<file path="src/rtl/uart_pkg.sv">
// uart_pkg: register offsets, STATUS bit positions and TX FSM states for mmio_uart_tx
package uart_pkg;
    localparam logic [3:0] TXDATA_OFF = 4'h0;
    localparam logic [3:0] STATUS_OFF = 4'h4;
    localparam logic [3:0] CTRL_OFF   = 4'h8;
    localparam int ST_FULL  = 0;
    localparam int ST_EMPTY = 1;
    localparam int ST_BUSY  = 2;
    localparam int ST_OVF   = 3;
    localparam int ST_LVL   = 8;
    typedef enum logic [1:0] {IDLE, START, DATA, STOP} uart_tx_state_t;
endpackage

</file>
<file path="src/rtl/mmio_uart_tx_if.sv">
// mmio_uart_tx_if: core data-memory bus as seen by a memory-mapped responder
interface mmio_uart_tx_if;
    logic [31:0] addr;
    logic [31:0] wdata;
    logic [31:0] rdata;
    logic        we;
    logic        re;
    modport master (output addr, wdata, we, re, input rdata);
    modport slave  (input addr, wdata, we, re, output rdata);
endinterface

</file>
<file path="src/rtl/mmio_uart_tx_sync_fifo.sv">
// sync_fifo: single-clock FIFO; a push while full is accepted only if a pop frees a slot that cycle
module sync_fifo #(
    parameter int WIDTH = 8,
    parameter int DEPTH = 8,
    localparam int AW = $clog2(DEPTH),
    localparam int LW = AW + 1
) (
    input  logic             clk,
    input  logic             rst,
    input  logic             push,
    input  logic             pop,
    input  logic [WIDTH-1:0] din,
    output logic [WIDTH-1:0] dout,
    output logic             full,
    output logic             empty,
    output logic [LW-1:0]    level
);
    logic [WIDTH-1:0] mem [DEPTH];
    logic [AW-1:0] wp, rp;
    logic wr_ok, rd_ok;
    assign rd_ok = pop && !empty;
    assign wr_ok = push && (!full || rd_ok);
    assign full  = level == LW'(DEPTH);
    assign empty = level == '0;
    assign dout  = mem[rp];
    always_ff @(posedge clk or posedge rst) begin
        if (rst) begin
            wp    <= '0;
            rp    <= '0;
            level <= '0;
        end else begin
            if (wr_ok) wp <= wp + AW'(1);
            if (rd_ok) rp <= rp + AW'(1);
            level <= level + LW'(wr_ok) - LW'(rd_ok);
        end
    end
    always_ff @(posedge clk) begin
        if (wr_ok) mem[wp] <= din;
    end
endmodule

</file>
<file path="src/rtl/mmio_uart_tx.sv">
// mmio_uart_tx: memory-mapped 8N1 UART transmitter with byte FIFO
// Optional interrupt and CTRL register enabled by defining UART_TX_IRQ_EN.
module mmio_uart_tx
    import uart_pkg::*;
#(
    parameter int          CLK_DIV    = 868,
    parameter int          FIFO_DEPTH = 8,
    parameter logic [31:0] BASE_ADDR  = 32'h1000_0000
) (
    input  logic          clk,
    input  logic          rst,
    mmio_uart_tx_if.slave bus,
    output logic          tx,
    output logic          irq
);
    localparam int CW = $clog2(CLK_DIV);
    localparam int LW = $clog2(FIFO_DEPTH) + 1;
    localparam logic [CW-1:0] LOAD = CW'(CLK_DIV - 1);
    logic sel, wr_tx, wr_st, pop, full, empty, ovf, irq_en, unused_wdata;
    logic [3:0] off;
    logic [7:0] dout, shift;
    logic [LW-1:0] level;
    logic [CW-1:0] cnt;
    logic [2:0] bit_idx;
    logic [31:0] lvl, status;
    uart_tx_state_t state;
    assign sel   = bus.addr[31:4] == BASE_ADDR[31:4];
    assign off   = bus.addr[3:0];
    assign wr_tx = sel && bus.we && off == TXDATA_OFF;
    assign wr_st = sel && bus.we && off == STATUS_OFF;
    assign unused_wdata = &{1'b0, bus.wdata[31:8]};
    // The FSM drains the FIFO both from IDLE and straight out of a finished STOP bit
    assign pop = !empty && (state == IDLE || (state == STOP && cnt == '0));
    sync_fifo #(.WIDTH(8), .DEPTH(FIFO_DEPTH)) u_fifo (
        .clk(clk), .rst(rst), .push(wr_tx), .pop(pop), .din(bus.wdata[7:0]),
        .dout(dout), .full(full), .empty(empty), .level(level)
    );
    assign lvl    = 32'(level);
    assign status = (32'(full) << ST_FULL) | (32'(empty) << ST_EMPTY) |
                    (32'(state != IDLE) << ST_BUSY) | (32'(ovf) << ST_OVF) |
                    ((lvl > 32'd15 ? 32'd15 : lvl) << ST_LVL);
    assign bus.rdata = !(sel && bus.re) ? 32'd0 :
                       off == STATUS_OFF ? status :
                       off == CTRL_OFF   ? 32'(irq_en) : 32'd0;
    always_ff @(posedge clk or posedge rst) begin
        if (rst) ovf <= 1'b0;
        else if (wr_tx && full && !pop) ovf <= 1'b1;
        else if (wr_st && bus.wdata[ST_OVF]) ovf <= 1'b0;
    end
    always_ff @(posedge clk or posedge rst) begin
        if (rst) begin
            state   <= IDLE;
            cnt     <= '0;
            bit_idx <= '0;
            shift   <= '0;
            tx      <= 1'b1;
        end else begin
            unique case (state)
                IDLE: if (!empty) begin
                    state <= START;
                    cnt   <= LOAD;
                    shift <= dout;
                    tx    <= 1'b0;
                end
                START: if (cnt != '0) cnt <= cnt - CW'(1);
                else begin
                    state <= DATA;
                    cnt   <= LOAD;
                    tx    <= shift[0];
                end
                DATA: if (cnt != '0) cnt <= cnt - CW'(1);
                else begin
                    cnt     <= LOAD;
                    bit_idx <= bit_idx + 3'd1;
                    shift   <= shift >> 1;
                    tx      <= bit_idx == 3'd7 ? 1'b1 : shift[1];
                    state   <= bit_idx == 3'd7 ? STOP : DATA;
                end
                STOP: if (cnt != '0) cnt <= cnt - CW'(1);
                else if (!empty) begin
                    state <= START;
                    cnt   <= LOAD;
                    shift <= dout;
                    tx    <= 1'b0;
                end else state <= IDLE;
            endcase
        end
    end
`ifdef UART_TX_IRQ_EN
    logic wr_ctrl;
    assign wr_ctrl = sel && bus.we && off == CTRL_OFF;
    always_ff @(posedge clk or posedge rst) begin
        if (rst) begin
            irq_en <= 1'b0;
            irq    <= 1'b0;
        end else begin
            if (wr_ctrl) irq_en <= bus.wdata[0];
            irq <= irq_en && empty && state == IDLE;
        end
    end
`else
    assign irq_en = 1'b0;
    assign irq    = 1'b0;
`endif
endmodule

</file>
<file path="src/flat_wrapper.sv">
// flat-port wrapper written by rule: the top's interface ports become plain ports
module mmio_uart_tx_flat import uart_pkg::*;
#(
    parameter int          CLK_DIV    = 868,
    parameter int          FIFO_DEPTH = 8,
    parameter logic [31:0] BASE_ADDR  = 32'h1000_0000
)
  (clk, rst, tx, irq, bus_addr, bus_wdata, bus_we, bus_re, bus_rdata);
  mmio_uart_tx_if bus_i ();
  input  logic clk;
  input  logic rst;
  output logic tx;
  output logic irq;
  input wire logic [$bits(bus_i.addr)-1:0] bus_addr;
  input wire logic [$bits(bus_i.wdata)-1:0] bus_wdata;
  input wire logic [$bits(bus_i.we)-1:0] bus_we;
  input wire logic [$bits(bus_i.re)-1:0] bus_re;
  output wire logic [$bits(bus_i.rdata)-1:0] bus_rdata;
  assign bus_i.addr = bus_addr;
  assign bus_i.wdata = bus_wdata;
  assign bus_i.we = bus_we;
  assign bus_i.re = bus_re;
  assign bus_rdata = bus_i.rdata;
  mmio_uart_tx #(.CLK_DIV(CLK_DIV), .FIFO_DEPTH(FIFO_DEPTH), .BASE_ADDR(BASE_ADDR)) u_core (.clk(clk), .rst(rst), .bus(bus_i), .tx(tx), .irq(irq));
endmodule
</file>
<file path="config.mk">
export PLATFORM = sky130hd
export DESIGN_NAME = mmio_uart_tx_flat
export DESIGN_NICKNAME = d
export VERILOG_FILES = /design/src/rtl/uart_pkg.sv /design/src/rtl/mmio_uart_tx_if.sv /design/src/rtl/mmio_uart_tx_sync_fifo.sv /design/src/rtl/mmio_uart_tx.sv /design/src/flat_wrapper.sv
export SDC_FILE = /design/constraint.sdc
export NUM_CORES = 1
export LEC_CHECK = 0
export CORE_MARGIN = 2
export CORE_UTILIZATION = 38
export CTS_CLUSTER_DIAMETER = 50
export CTS_CLUSTER_SIZE = 40
export DETAILED_ROUTE_END_ITERATION = 8
export DONT_BUFFER_PORTS = 1
export PLACE_DENSITY = 0.58
export SLEW_MARGIN = 10
export SYNTH_ARGS = -nofsm -noshare
export SYNTH_HDL_FRONTEND = slang
export SYNTH_SLANG_ARGS = --single-unit
</file>
<file path="constraint.sdc">
create_clock -name clk -period 2.8 [get_ports clk]
set_clock_uncertainty 0.2 [all_clocks]
set_input_delay 0.84 -clock clk [delete_from_list [all_inputs] [get_ports clk]]
set_output_delay 0.84 -clock clk [all_outputs]
set_load 0.03 [all_outputs]
</file>
==> results of run 1 <==
-- worst min-delay path by stage --
| stage | from | to | cells after the start | slack [ns] |
|---|---|---|---|---|
| finish | rst | u_core.cnt[8]$_DFF_PP0_ | 2 | 0.29 |
| global route | u_core.bit_idx[0]$_DFFE_PP0P_ | u_core.bit_idx[0]$_DFFE_PP0P_ | 1 | 0.30 |
| floorplan | u_core.shift[7]$_DFFE_PP0P_ | u_core.shift[7]$_DFFE_PP0P_ | 2 | 0.25 |
| detailed placement | u_core.shift[3]$_DFFE_PP0P_ | u_core.shift[3]$_DFFE_PP0P_ | 2 | 0.27 |
| CTS | rst | u_core.u_fifo.level[3]$_DFF_PP0_ | 2 | 0.29 |
| global placement | u_core.shift[7]$_DFFE_PP0P_ | u_core.shift[7]$_DFFE_PP0P_ | 2 | 0.26 |
-- area by class of cell --
type / instances / area, um2
clock buffers: 9 / 225
fillers: 1105 / 6760
repair buffers: 33 / 282
inverters: 15 / 56.3
flip-flops and latches: 99 / 2800
well taps: 172 / 215
multi-input cells: 228 / 2030
clock inverters: 7 / 97.6
-- kinds of logic (layout without fill, tap and decap cells) --
group / after synthesis / after routing / share of synthesized area
DFF: 99 / 99 / 0.582
and+or+nand+nor: 90 / 90 / 0.104
AOI/OAI and AO/OA: 57 / 57 / 0.0799
buffers and inverters: 55 / 64 / 0.0661
muxes: 31 / 31 / 0.107
adders and majority gates: 17 / 17 / 0.0458
xor gates and xnor gates: 8 / 8 / 0.0146
other: 1 / 25 / 0.000780
-- where the power goes --
part,internal [uW],leakage [uW],switching [uW]
Sequential,1560,0.000985,0.000218
Combinational,7.77,0.000971,57.2
Clock,726,0.000159,595
Total,2290,0.00212,652
-- registers in the layout, indices dropped and copies added, names as in the netlist --
signal and cells:
u_core.ovf 1, u_core.u_fifo.level 4, u_core.u_fifo.wp 3, u_core.tx 1, u_core.u_fifo.mem 64, u_core.shift 8
u_core.u_fifo.rp 3, u_core.cnt 10, u_core.state 2, u_core.bit_idx 3
-- layer usage --
metal	wire (um)	GRT usage
met4	185	0.0595
met1	3930	0.181
met2	4750	0.241
met5	0	0
met3	325	0.0358
-- per-stage QoR --
step | std cells | total power, uW
after floorplan | 382 | 1680
after global placement | 543 | 1650
after detailed placement | 543 | 1650
after CTS | 562 | 2970
after global routing | 563 | 3030
final | 563 | 2940
-- cell usage in the layout (no fill, tap or decap), types with 3 or more instances in the layout --
cell type  netlist  routed
mux2i_1         10      10
inv_8            0       3
nor2_2           1       9
nand3_1          5       5
nor2_1          21      13
buf_4           26      24
xor2_1           4       4
buf_6            1       9
nor3_1           6       6
o21ai_0         21      20
ha_1            16      14
conb_1           1      25
clkbuf_16        0       9
xnor2_1          4       4
nor4b_4          2       3
dfrtp_1         34      33
nand2b_1         4       4
nor4_2           0       6
edfxtp_1        64      64
nand4_1          3       3
a21oi_1         11      10
nor4_4           0       8
nand2_1         19      19
inv_1           15      13
mux4_2          16      16
mux2_2           4       4
-- cells in the mapped netlist, types with 6 or more instances --
cell type and count:
ha_1 16, nor4_1 15, mux2i_1 10, o21ai_0 21, dfrtp_1 34, nor3_1 6, buf_4 26, clkbuf_1 6
edfxtp_1 64, nor2_1 21, inv_1 15, a21oi_1 11, mux4_2 16, nand2_1 19
-- timing repair --
action,in CTS,in global routing
endpoints found under the setup margin,8,75
hold buffers,0,0
pin swaps,6,11
resized for setup,12,15
buffers inserted,3,3
cloned,0,0
==> results by group, run 1 <==
Run status
  – Outcome: complete, but fails checks
  – Violations in the final reports: setup timing

Worst setup path
  – Critical path launch point type: primary input
  – Launching element of the worst setup path: bus_addr[10]
  – Worst path depth: 6
  – Critical Path RT: 1.76 ns
  – Maximum single-stage delay on the critical path: 0.25 ns
  – Worst setup path end: bus_rdata[3]
  – Arrival @ worst endpoint: 1.90 ns
  – Category of the critical setup timing path: in2out
  – Buffers and inverters on the worst path: 1
  – R2R cell count: 12
  – Max Fanout on Critical Path: 2
  – Kind of end point of the critical path: output pin
  – RR Startpoint: u_core.cnt[1]$_DFF_PP0_
  – Setup slack of the worst register-to-register path: 0.17 ns
  – Cell family with most CP delay: simple AND/OR/NAND/NOR gates
  – Capturing point of the worst reg2reg path: u_core.u_fifo.level[1]$_DFF_PP0_
  – Cell with the biggest individual delay on the critical path: nor4_4
  – Cells traversed along the worst timing path: nor4_4 -> nand4_1 -> nor2_2 -> buf_4 -> and3_4 -> and2_4

Cells and area
  – Summed area of non-filler cells in the final layout: 0.00571 mm2
  – End-of-flow core utilization: 0.458
  – Layout cells sized above 1: 0.302
  – Syn-to-layout area delta: 18.6%
  – Nets: 471
  – Number of diodes: 0

Clocking
  – Total number of clock tree sinks: 99
  – Bufs on Longest Clock Path: 2
  – Number of clock buffers inserted by TritonCTS: 9
  – Deepest level of the CTS H-tree: 3
  – CTS root buffer: clkbuf_16
  – Clock transition at path regs: 0.07 ns
  – Clock Latency Late Sink: 0.35 ns
  – TritonCTS clock tree: built

Drt
  – DR iter-0 viols: 118
  – DRC violation count after routing: 0
  – DR WL/cell: 16.3 um
  – Via count: 2,860
  – Number of nets still failing antenna checks after routing: 0
  – Number of vias per cell after detailed routing: 5.08
  – Total Routed Length: 9.19 mm
  – TritonRoute pass-1 iters: 4

Die
  – Number of ports placed on the die boundary: 102
  – Floorplan die area: 0.0136 mm2
  – Initial core utilization: 0.386
  – Area of the core region: 0.0125 mm2
  – Die boundary width: 117 um
  – Number of cell rows: 41
  – Floorplan die height: 117 um

Timing
  – Worst-case hold slack: 0.286 ns
  – Transition time of the tightest slew-check pin: 0.797 ns
  – Setup slack of the critical path after layout: -0.139 ns
  – Tcrit/Tclk final: 1.05
  – Setup repair after global routing missed its margin: yes
  – Hold Fails Final Rpt: 0
  – Total setup violations reported at the end of the flow: 8
  – Final slew viol count: 0
  – Maximum clock rate: 0.340 GHz
  – Time the worst path needs with I/O delays and setup: 2.94 ns
  – Relative slew margins: 0.468
  – Post-route setup TNS: -1.00 ns

Place
  – Post-place setup slack: -0.215 ns
  – Final estimated routing congestion in global placement: 0.829
  – Count of buffers inserted at the top-level ports: 0
  – Placed wire-length estimate after detailed placement: 6.38 mm
  – Instance area at placement: 0.00521 mm2

Logic synthesis
  – Top FF cell, synth: edfxtp_1
  – Number of flops mapped to enable cells by yosys: 64
  – Register area share after synthesis: 0.582
  – Main area contributors after synthesis: edfxtp_1 40%, dfrtp_1 18%, mux4_2 7.5%
  – Number of warnings issued by yosys: 0
  – Cell accounting for the most synthesized area: edfxtp_1
  – Fraction of registers with async set/reset: 0.354
  – Register bit total from synthesis: 99
  – Netlist cell types: 60
  – Area share of the leading cell type in the synthesized netlist: 0.400
  – Synthesized area per cell: 13.4 um2
  – Post-synth design cell area: 0.00481 mm2
  – Count of mapped cells out of synthesis: 358

Global route
  – GRT Resource Usage Total: 0.145
  – Pin count of the biggest net entering global routing: 36
  – Via count of the first global-routing pass: 2,858
  – Overflow left after global routing: 0
  – First-pass GRT wire length: 14.7 mm
  – Initial antenna violation count: 0

Worst hold path
  – Path class of the lowest-slack min-delay path: in2async

Pwr
  – Peak supply drop: 419 uV
  – Leak: 0.00212 uW
  – Power density over cell area: 516 mW/mm2

Flow run
  – Max capacitance violation total: 0
No activity file was read; power rests on OpenSTA's default activity.
==> run 2, diff against run 1 <==
--- a/config.mk
+++ b/config.mk
@@ -16,3 +16,4 @@
 export SYNTH_ARGS = -nofsm -noshare
 export SYNTH_HDL_FRONTEND = slang
 export SYNTH_SLANG_ARGS = --single-unit
+export TNS_END_PERCENT = 10
==> results by group, run 2 (same netlist as run 1, synthesis figures left out) <==
Run status
  – Outcome: complete, but fails checks
  – Violations in the final reports: setup timing

Worst setup path
  – Worst setup path end: bus_rdata[10]
  – R2R cell count: 12
  – Launching element of the worst setup path: bus_addr[13]
  – Critical path launch point type: primary input
  – Kind of end point of the critical path: output pin
  – RR Startpoint: u_core.cnt[0]$_DFF_PP0_
  – Category of the critical setup timing path: in2out
  – Arrival @ worst endpoint: 1.94 ns
  – Critical Path RT: 1.76 ns
  – Setup slack of the worst register-to-register path: 0.11 ns
  – Max Fanout on Critical Path: 6
  – Capturing point of the worst reg2reg path: u_core.u_fifo.level[1]$_DFF_PP0_

Die
  – Area of the core region: 0.0125 mm2
  – Initial core utilization: 0.386
  – Number of cell rows: 41
  – Floorplan die height: 117 um
  – Die boundary width: 117 um
  – Number of ports placed on the die boundary: 102
  – Floorplan die area: 0.0136 mm2

Cells and area
  – Layout cells sized above 1: 0.278
  – Register bank with the most flops: u_core.u_fifo.mem
  – Total of fill cells in the finished design: 1,100
  – Number of diodes: 0
  – Most common cell after layout, fill and taps aside: edfxtp_1
  – Syn-to-layout area delta: 17.6%
  – Max reg flops: 64
  – Combined flip-flop and latch cell area: 0.00280 mm2
  – Total area of multi-input combinational cells: 0.00200 mm2
  – Commonest non-fill, non-tap cells in the layout: 64 x edfxtp_1, 34 x dfrtp_1, 25 x conb_1, 20 x o21ai_0
  – Final cell count without fillers: 560
  – Largest regs: u_core.u_fifo.mem (64), u_core.cnt (10), u_core.shift (8)
  – Nets: 468

Timing
  – Relative slew margins: 0.466
  – Final slew viol count: 0
  – Transition time of the tightest slew-check pin: 0.800 ns
  – Setup slack of the critical path after layout: -0.181 ns
  – Setup repair after global routing missed its margin: yes
  – Post-route setup TNS: -1.44 ns
  – Total setup violations reported at the end of the flow: 9
  – Tcrit/Tclk final: 1.06
  – Hold Fails Final Rpt: 0
  – Time the worst path needs with I/O delays and setup: 2.98 ns
  – Maximum clock rate: 0.335 GHz

Global route
  – Overflow left after global routing: 0
  – Pin count of the biggest net entering global routing: 36
  – Via count of the first global-routing pass: 2,761
  – First-pass GRT wire length: 14.3 mm
  – GRT Resource Usage Total: 0.143
  – Initial antenna violation count: 0

Drt
  – DRC violation count after routing: 0
  – DR WL/cell: 16.0 um
  – Total Routed Length: 8.96 mm
  – Number of vias per cell after detailed routing: 5.06
  – TritonRoute pass-1 iters: 4
  – Via count: 2,834
  – Number of nets still failing antenna checks after routing: 0
  – DR iter-0 viols: 110

Clocking
  – Total number of clock tree sinks: 99
  – Bufs on Longest Clock Path: 2
  – Clock transition at path regs: 0.07 ns
  – Number of clock buffers inserted by TritonCTS: 9
  – Clock Latency Late Sink: 0.35 ns
  – CTS root buffer: clkbuf_16
  – TritonCTS clock tree: built
  – Deepest level of the CTS H-tree: 3

Place
  – Post-place setup slack: -0.281 ns
  – Count of buffers inserted at the top-level ports: 0
  – Placed wire-length estimate after detailed placement: 6.25 mm
  – Final estimated routing congestion in global placement: 0.762
  – DP Cell Count: 543

Worst hold path
  – Path class of the lowest-slack min-delay path: in2async

Flow run
  – Max capacitance violation total: 0

Pwr
  – Leak: 0.00211 uW
  – Power density over cell area: 513 mW/mm2
  – Peak supply drop: 429 uV
[run 2: cell count changes in the layout (fill, tap and decap cells not counted), moves of 2 or more]
cell,previous run,this run
nor2_4,0,6
nor4_4,8,4
buf_4,24,19
nor2_2,9,2
clkinv_4,0,2
nor4_2,6,9
[run 2: power breakdown]
group | internal (uW) | switching [uW]
combinational | 7.19 | 56.5
sequential | 1560 | 0.000224
clock | 710 | 568
total | 2280 | 625
[run 2: layout make-up]
cell class	count	share of cell area
clock buffers	9	0.0398
well taps	172	0.0381
repair buffers	30	0.0487
multi-input cells	228	0.354
clock inverters	7	0.0148
inverters	15	0.00996
flip-flops and latches	99	0.495
[run 2: layer usage]
layer,track usage,up-vias,wire length (um)
li1,-,1345,-
met1,0.176,1428,3790
met2,0.245,51,4730
met3,0.0306,10,318
met4,0.0595,0,126
met5,0,-,0
[run 2: worst min path at each step]
| stage | endpoint | slack (ns) |
|---|---|---|
| floorplan | u_core.shift[7]$_DFFE_PP0P_ | 0.25 |
| global placement | u_core.shift[7]$_DFFE_PP0P_ | 0.26 |
| detailed placement | u_core.shift[7]$_DFFE_PP0P_ | 0.27 |
| CTS | u_core.cnt[1]$_DFF_PP0_ | 0.29 |
| global route | u_core.bit_idx[0]$_DFFE_PP0P_ | 0.31 |
| finish | u_core.cnt[1]$_DFF_PP0_ | 0.28 |
[run 2: through the flow]
stage / instance area [um2] / hold slack, ns / utilization / power (uW)
floorplan: 5040 / 0.249 / - / 1680
global placement: 5220 / 0.262 / 0.418 / 1650
detailed placement: 5220 / 0.271 / 0.418 / 1650
CTS: 5630 / 0.287 / 0.452 / 2930
global route: 5660 / 0.309 / 0.454 / 2990
finish: 5660 / 0.276 / 0.454 / 2900
[run 2: repair_timing]
| item | CTS | global route |
|---|---|---|
| resized for setup | 22 | 4 |
| hold buffers | 0 | 0 |
| buffers inserted | 1 | 0 |
| pin swaps | 7 | 3 |
| setup endpoints to repair | 8 | 75 |
[run 2: worst max-delay path, stage by stage]
cell,delay (ns)
nor4_4,0.24
nand4_1,0.19
nor2_2,0.20
nand3_2,0.09
buf_6,0.16
nor2_4,0.08
buf_6,0.13
